**src/rtl/mmio_bridge_n.sv**
```systemverilog
// MMIO bridge: decodes CPU accesses onto NUM_DEV peripheral windows, runs a held
// req/ack handshake with timeout, and registers device interrupt lines for CP0.
module mmio_bridge_n #(
  parameter int                          NUM_DEV        = 3,
  parameter logic [NUM_DEV*32-1:0]       DEV_BASE       = {32'h7f20, 32'h7f10, 32'h7f00},
  parameter logic [NUM_DEV*32-1:0]       DEV_LEN        = {32'd12, 32'd12, 32'd12},
  parameter logic [NUM_DEV*32-1:0]       DEV_RO_ADDR    = {32'd8, 32'd8, 32'd8},
  parameter int                          TIMEOUT        = 15,
  parameter int                          MEM_TYPE_LEN   = 2,
  parameter logic [MEM_TYPE_LEN-1:0]     MEM_TYPE_WORD  = 2'd2,
  parameter int                          MEM_MODE_LEN   = 2,
  parameter logic [MEM_MODE_LEN-1:0]     MEM_MODE_READ  = 2'd1,
  parameter logic [MEM_MODE_LEN-1:0]     MEM_MODE_WRITE = 2'd2,
  parameter int                          EXC_CODE_LEN   = 5,
  parameter logic [EXC_CODE_LEN-1:0]     EXC_CODE_ADEL  = 5'd4,
  parameter logic [EXC_CODE_LEN-1:0]     EXC_CODE_ADES  = 5'd5
) (
  input  logic                      clk,
  input  logic                      reset_n,
  input  logic [31:0]               vaddr,
  input  logic [MEM_TYPE_LEN-1:0]   mem_type,
  input  logic [MEM_MODE_LEN-1:0]   mode,
  input  logic [31:0]               wdata,
  input  logic                      int_req,
  output logic                      stall,
  output logic [31:0]               read_data,
  output logic [EXC_CODE_LEN-1:0]   exc,
  output logic [31:0]               dev_addr,
  output logic [31:0]               dev_wdata,
  output logic                      dev_we,
  output logic [NUM_DEV-1:0]        dev_req,
  input  logic [NUM_DEV*32-1:0]     dev_rdata,
  input  logic [NUM_DEV-1:0]        dev_ack,
  input  logic [NUM_DEV-1:0]        dev_irq,
  output logic [NUM_DEV-1:0]        irq_pending
);

  localparam int IDX_W = (NUM_DEV > 1) ? $clog2(NUM_DEV) : 1;

  typedef enum logic [1:0] {
    S_IDLE,
    S_WAIT,
    S_DONE
  } state_e;

  state_e                    state_q;
  logic [IDX_W-1:0]          idx_q;
  logic [31:0]               dev_addr_q;
  logic [31:0]               dev_wdata_q;
  logic                      dev_we_q;
  logic [NUM_DEV-1:0]        dev_req_q;
  logic [7:0]                cnt_q;
  logic [31:0]               read_data_q;
  logic [EXC_CODE_LEN-1:0]   exc_q;
  logic [NUM_DEV-1:0]        irq_q;

  logic                      hit;
  logic [IDX_W-1:0]          sel_idx;
  logic [31:0]               base_sel;
  logic [31:0]               ro_sel;
  logic [31:0]               offset;
  logic                      is_rd;
  logic                      is_wr;
  logic                      access;
  logic                      static_err;
  logic                      launch;
  logic                      ack_sel;
  logic [31:0]               rdata_sel;

  // Descending scan so the lowest matching index is the one left standing.
  always_comb begin
    logic [32:0] lo;
    logic [32:0] hi;
    hit      = 1'b0;
    sel_idx  = '0;
    base_sel = '0;
    ro_sel   = '0;
    lo       = '0;
    hi       = '0;
    for (int i = NUM_DEV - 1; i >= 0; i--) begin
      lo = {1'b0, DEV_BASE[32*i +: 32]};
      hi = lo + {1'b0, DEV_LEN[32*i +: 32]};
      if (({1'b0, vaddr} >= lo) && ({1'b0, vaddr} < hi)) begin
        hit      = 1'b1;
        sel_idx  = IDX_W'(i);
        base_sel = DEV_BASE[32*i +: 32];
        ro_sel   = DEV_RO_ADDR[32*i +: 32];
      end
    end
  end

  always_comb begin
    offset     = vaddr - base_sel;
    is_rd      = (mode == MEM_MODE_READ);
    is_wr      = (mode == MEM_MODE_WRITE);
    access     = is_rd || is_wr;
    static_err = (vaddr[1:0] != 2'b00) || (mem_type != MEM_TYPE_WORD) || !hit ||
                 (is_wr && (offset == ro_sel));
    launch     = (state_q == S_IDLE) && access && !static_err && !int_req;
  end

  // dev_req_q is one-hot on the latched index, so masking picks out the selected ack.
  always_comb begin
    ack_sel   = |(dev_ack & dev_req_q);
    rdata_sel = '0;
    for (int i = 0; i < NUM_DEV; i++) begin
      if (idx_q == IDX_W'(i)) rdata_sel = dev_rdata[32*i +: 32];
    end
  end

  always_comb begin
    stall = launch || (state_q == S_WAIT);
    exc   = '0;
    if ((state_q == S_IDLE) && access && static_err) begin
      exc = is_wr ? EXC_CODE_ADES : EXC_CODE_ADEL;
    end else if (state_q == S_DONE) begin
      exc = exc_q;
    end
  end

  always_ff @(posedge clk or negedge reset_n) begin
    if (!reset_n) begin
      state_q     <= S_IDLE;
      idx_q       <= '0;
      dev_addr_q  <= '0;
      dev_wdata_q <= '0;
      dev_we_q    <= 1'b0;
      dev_req_q   <= '0;
      cnt_q       <= '0;
      read_data_q <= '0;
      exc_q       <= '0;
      irq_q       <= '0;
    end else begin
      irq_q <= dev_irq;
      case (state_q)
        S_IDLE: begin
          if (launch) begin
            idx_q       <= sel_idx;
            dev_addr_q  <= offset;
            dev_wdata_q <= wdata;
            dev_we_q    <= is_wr;
            dev_req_q   <= NUM_DEV'(1) << sel_idx;
            cnt_q       <= '0;
            exc_q       <= '0;
            state_q     <= S_WAIT;
          end
        end
        S_WAIT: begin
          if (ack_sel) begin
            read_data_q <= dev_we_q ? 32'd0 : rdata_sel;
            exc_q       <= '0;
            dev_req_q   <= '0;
            state_q     <= S_DONE;
          end else if (cnt_q == 8'(TIMEOUT - 1)) begin
            read_data_q <= '0;
            exc_q       <= dev_we_q ? EXC_CODE_ADES : EXC_CODE_ADEL;
            dev_req_q   <= '0;
            state_q     <= S_DONE;
          end else begin
            cnt_q <= cnt_q + 8'd1;
          end
        end
        S_DONE: begin
          exc_q   <= '0;
          state_q <= S_IDLE;
        end
        default: state_q <= S_IDLE;
      endcase
    end
  end

  assign read_data   = read_data_q;
  assign dev_addr    = dev_addr_q;
  assign dev_wdata   = dev_wdata_q;
  assign dev_we      = dev_we_q;
  assign dev_req     = dev_req_q;
  assign irq_pending = irq_q;

endmodule

```
**config.mk**
```make
export PLATFORM = sky130hd
export DESIGN_NAME = mmio_bridge_n
export DESIGN_NICKNAME = d
export VERILOG_FILES = /design/src/rtl/mmio_bridge_n.sv
export SDC_FILE = /design/constraint.sdc
export NUM_CORES = 1
export LEC_CHECK = 0
export BUFFER_PORTS_ARGS = -buffer_cell sky130_fd_sc_hd__buf_4
export CORE_UTILIZATION = 40
export CTS_BUF_LIST = sky130_fd_sc_hd__clkbuf_16
export DETAILED_ROUTE_END_ITERATION = 10
export PLACE_DENSITY = 0.69
export SYNTH_ARGS = -nofsm -noshare
export SYNTH_HDL_FRONTEND = slang
export SYNTH_SLANG_ARGS = --single-unit
```
**constraint.sdc**
```tcl
create_clock -name clk -period 9.57 [get_ports clk]
set_input_delay 1.4355 -clock clk [delete_from_list [all_inputs] [get_ports clk]]
set_output_delay 1.4355 -clock clk [all_outputs]
set_load 0.02 [all_outputs]
```
Word-level counts from Yosys, hierarchy flattened
Cells that the tools add are included.
{"block": "classes", "bitwise": 1, "n_mux": 38, "addsub": 2, "shifts": 1, "reduce_logical": 29, "n_eq_ne": 13, "order_cmp": 6}
{"operator": "$mux 32", "n": 10}
{"operator": "$ge 32x15->1 const B", "n": 3}
{"operator": "$lt 32x15->1 const B", "n": 3}
{"operator": "$eq 32x32->1", "n": 1}
{"operator": "$sub 32x32->32", "n": 1}
{"operator": "$mux 5", "n": 5}
{"operator": "$mux 8", "n": 3}
{"operator": "$pmux 8 s2", "n": 1}
{"operator": "$mux 15", "n": 1}
{"operator": "$pmux 5 s3", "n": 1}
{"operator": "$mux 2", "n": 6}
{"operator": "$mux 3", "n": 3}
{"operator": "$add 8x1->8 const B", "n": 1}
{"operator": "$eq 8x4->1 const B", "n": 1}
{"operator": "$logic_and 1x1->1", "n": 8}
{"operator": "$ne 2x2->1 const B", "n": 4}
{"operator": "$eq 2x1->1 const B", "n": 3}
{"operator": "$eq 2x2->1 const B", "n": 3}
{"operator": "$pmux 3 s2", "n": 1}
{"operator": "$reduce_and 2->1", "n": 3}
{"operator": "$reduce_and 3->1", "n": 2}
{"operator": "$reduce_bool 2->1", "n": 3}
{"operator": "$logic_or 1x1->1", "n": 5}
{"operator": "$mux 1", "n": 5}
{"operator": "10 further kinds", "n": 13}
{"block": "word_totals", "out_inout_bits": 109, "elab_cells": 100, "regBits": 120, "input_bits": 173}

Logic depth before layout (Yosys ltp)
{"block": "logic_depth", "word_depth": 14, "ltp_mapped": 18}

Worst setup path after synthesis
OpenSTA, ideal clock, no wires.
{"block": "synth_path", "path_kind": "input-to-output", "start": "input port vaddr[16]", "end": "output port stall", "cell_stages": 18, "arrival_time_ns": 6.267, "slack_ns": 1.868, "required_time_ns": 8.135, "path_cell_list": "clkbuf_1 or4_4 or3_1 buf_2 or4_4 a21o_1 ha_1 clkbuf_1 a21oi_1 o211ai_1 a221oi_1 nor4b_1 or2_2 nor4_1 a2111oi_4 buf_4 buf_4 or2_2"}
{"block": "synth_via", "elab_chain_len": 13}
{"item": "start, declared", "line": "20", "source": "input logic [31:0] vaddr,"}
{"item": "$ge 32x15->1 / $lt 32x15->1 (equally long branches)", "line": "83", "source": "if (({1'b0, vaddr} >= lo) && ({1'b0, vaddr} < hi)) begin"}
{"item": "$logic_and 1x1->1", "line": "83"}
{"item": "$mux 15", "line": "83"}
{"item": "$mux 32 (2 in a row)", "line": "83"}
{"item": "$sub 32x32->32", "line": "93", "source": "offset = vaddr - base_sel;"}
{"item": "$eq 32x32->1", "line": "98", "source": "(is_wr && (offset == ro_sel));"}
{"item": "$logic_and 1x1->1", "line": "98"}
{"item": "$logic_or 1x1->1 (*)", "line": "97", "source": "static_err = (vaddr[1:0] != 2'b00) || (mem_type != MEM_TYPE_WORD) || !hit ||"}
{"item": "$logic_not 1->1 (*)", "line": "99", "source": "launch = (state_q == S_IDLE) && access && !static_err && !int_req;"}
{"item": "$logic_and 1x1->1 (*) (2 in a row)", "line": "99"}
{"item": "$logic_or 1x1->1 (*)", "line": "112", "source": "stall = launch || (state_q == S_WAIT);"}
{"item": "end, declared", "line": "25", "source": "output logic stall,"}
Mark *: on every way between the ends. The rest lies on a longest branch, timed or not.

Final worst setup path
{"block": "layout_path", "start": "input port vaddr[19]", "end": "output port stall"}
{"item": "$ge 32x15->1 / $lt 32x15->1 (equally long branches)", "line": "83"}
{"item": "$logic_and 1x1->1", "line": "83"}
{"item": "$mux 32", "line": "83"}
{"item": "$mux 32 (*)", "line": "83"}
{"item": "via base_sel[4]", "line": "59", "source": "logic [31:0] base_sel;"}
{"item": "$sub 32x32->32 (*)", "line": "93"}
{"item": "$eq 32x32->1 (*)", "line": "98"}
{"item": "$logic_and 1x1->1 (*)", "line": "98"}
{"item": "$logic_or 1x1->1 (*)", "line": "97"}
{"item": "$logic_not 1->1 (*)", "line": "99"}
{"item": "$logic_and 1x1->1 (*) (2 in a row)", "line": "99"}
{"item": "$logic_or 1x1->1 (*)", "line": "112"}
The timed path passes the listed nets; every way through them passes the cells marked *.

==> impl_metrics.yaml <==
setup_path:
  worst_ep_arrival_time_ns: 7.09
  r2r_cells: 4
  ff2ff_setup_slack_ns: 6.75
  start_kind: "primary input"
  endpoint_kind: "output port"
  regToRegEndpoint: "read_data[15]$_DFFE_PN0P_"
  cp_max_fo: 7
  crit_type: "primary input to output port"
  critical_path.slowest_cell: "nor3b_1"
  reg2reg_from: "idx_q[1]$_DFFE_PN0P_"
  crit_chain: "buf_4, or4_4, or3_1, or4_4, nor3_1, ha_1, fa_1, nor3b_1, o221ai_1, a211o_1, a2111oi_0, and4b_1, a2111oi_4, or2_2, buf_4"
  critPathRequiredTime_ns: 8.13
  cpPeakStageDelay_ns: 0.79
sta:
  slew_viol_final: 0
  hold_slack_ns: 0.474
  hold_viol_final: 0
  worst_slew_pin_slew_ns: 1.25
  fin_skew_ns: 0.00919
  fin_crit_sh_pct: 89.1
  finalSetupTns_ns: 0
  max_freq_ghz: 0.117
  rsz0062_at_grt: "no"
  finalSetupViolations: 0
  min_period_ns: 8.52
  relSlewSlack_pct: 16.9
cts:
  ctsResizeCount: 0
  cts-root-buf: "clkbuf_16"
  cts_hold_buffers: 0
  clkLatencyLatePin_ns: 0.41
  clk_pin_slew_ns: 0.06
  post_cts_buffers: 0
  cts_tree: "built"
  cts.htree.levels: 4
  clock_sinks: 117
  clock_path_buffers: 2
  cts_buffers: 17
global_routing:
  grt_pass1_vias: 5860
  grt_overflow_total: 0
  grt_antenna_before_repair: 0
  grt_max_degree: 76
  grt_pass1_wl_um: 30900
  track_usage_pct: 24.0
floorplanning:
  dieArea_um2: 17100
  fp.dieH_um: 131
  initial_core_util_pct: 41.4
  dieWidth_um: 131
  ioPinCount: 282
  rows: 46
  core_area_um2: 16000
final_layout:
  final_cell_mix: "buf_4, dfrtp_1, nor2_1"
  insertedDiodeCount: 0
  final_common_cell: "buf_4"
  finish.utilization_pct: 59.0
  postLayoutCellArea_um2: 9440
  final_layout_size_suffix_gt1_share_pct: 39.4
  area_delta_synth_final_pct: 42.6
  nNetsFinal: 1114
outcome:
  status: "finished, final reports clean"
min_path:
  holdPathStages: 2
  min_path_type: "register to register"
  holdPathEnd: "read_data[22]$_DFFE_PN0P_"
  hp-start: "read_data[22]$_DFFE_PN0P_"
yosys:
  syn_inst: 669
  synthArstFlopShare_pct: 100
  synthesis.area_um2: 6620
  synth.avg_cell_area_um2: 9.89
  ys_seq_elements: 117
  yosysWarnings: 0
  yosys.cell_types.count: 67
  synth_flop_cell: "dfrtp_1"
  ys_seq_area_share_pct: 44.2
  synth_edf_count: 0
detailed_routing:
  ant_nets: 0
  drc: 0
  via_count: 6146
  post_drt_wl_per_cell_um: 17.9
  routed_wl_um: 20700
  drtIter0Drc: 288
  via_per_inst: 5.31
  first_pass_iters: 5
place:
  io_buffers: 278
  gp_congestion: 0.932
  place_hpwl_um: 15900
  dpl-instance-area_um2: 8810
flow_run:
  drv_cap: 0
power:
  p_leak_nw: 4.85
  p_per_area_nw_per_um2: 138
  p_total_mw: 1.30
  vdd.ir_drop.worst_uv: 131
worst max-delay path by stage:
stage                   start    end  slack (ns)
floorplan           vaddr[16]  stall        1.87
global placement    vaddr[19]  stall        1.18
detailed placement  vaddr[19]  stall        1.10
CTS                 vaddr[19]  stall        1.09
global route        vaddr[19]  stall        0.67
finish              vaddr[19]  stall        1.05
layer usage:
| layer | part of all wire (%) | global-route usage, % |
|---|---|---|
| met2 | 49 | 38.6 |
| met1 | 43 | 31.0 |
| met3 | 7.1 | 7.00 |
| met5 | 0 | 0 |
| met4 | 1.5 | 7.71 |
logic make-up (layout without fill, tap and decap cells):
logic type | count (synthesis) | after routing | share of synthesized area [%]
AOI/OAI and AO/OA | 140 | 140 | 14.9
xor gates and xnor gates | 14 | 14 | 1.85
adders and majority gates | 13 | 13 | 2.57
buffers and inverters | 67 | 337 | 4.41
DFF | 117 | 117 | 44.2
muxes | 91 | 91 | 14.8
other | 1 | 3 | 0.0567
and+or+nand+nor | 226 | 226 | 17.1
critical path, delay by kind of cell:
family | cells | cell delay, ns
AO/OA/AOI/OAI | 4 | 1.57
AND/OR/NAND/NOR | 7 | 3.32
buffers and inverters | 2 | 0.28
adder cells (fa/ha/maj) | 2 | 0.48
power by group:
group,leakage (nW),internal [mW],total [mW],switching (mW)
Combinational,2.95,0.0669,0.130,0.0634
Clock,0.302,0.437,0.672,0.235
Sequential,1.60,0.496,0.496,0.000154
synth_stat cells (all sizes together), types with 11 or more instances:
cell    count  area share, %
nand3      14            1.1
nand2      59            3.3
nand4      15            1.4
mux2i      35            5.3
ha         12            2.3
nor2       65            3.7
dfrtp     117             44
clkbuf     30            1.7
nor3       13           0.98
inv        24            1.4
o21ai      11           0.83
buf        13            1.3
a21oi      41            3.1
o31ai      34            3.9
mux2       56            9.5
stage by stage:
step	instances	worst slack, ns
2_1_floorplan	671	1.87
3_3_place_gp	1125	1.18
3_5_place_dp	1125	1.10
4_1_cts	1157	1.09
5_1_grt	1157	0.671
6_report	1157	1.05
sequential cells by signal, indices dropped and copies added, names as in the netlist:
signal / count
state_q: 2
irq_pending: 3
dev_req: 3
dev_wdata: 32
cnt_q: 8
dev_addr: 32
dev_we: 1
exc_q: 2
idx_q: 2
read_data: 32
layout make-up:
cell class,instances,area [um2]
Tap cell,216,270
Fill cell,1408,6560
Inverter,24,90.1
Clock inverter,15,201
Multi-Input combinational cell,487,3410
Sequential cell,117,2930
Timing Repair Buffer,281,2110
Clock buffer,17,425
Note: power is estimated with default switching activity, not from simulation.
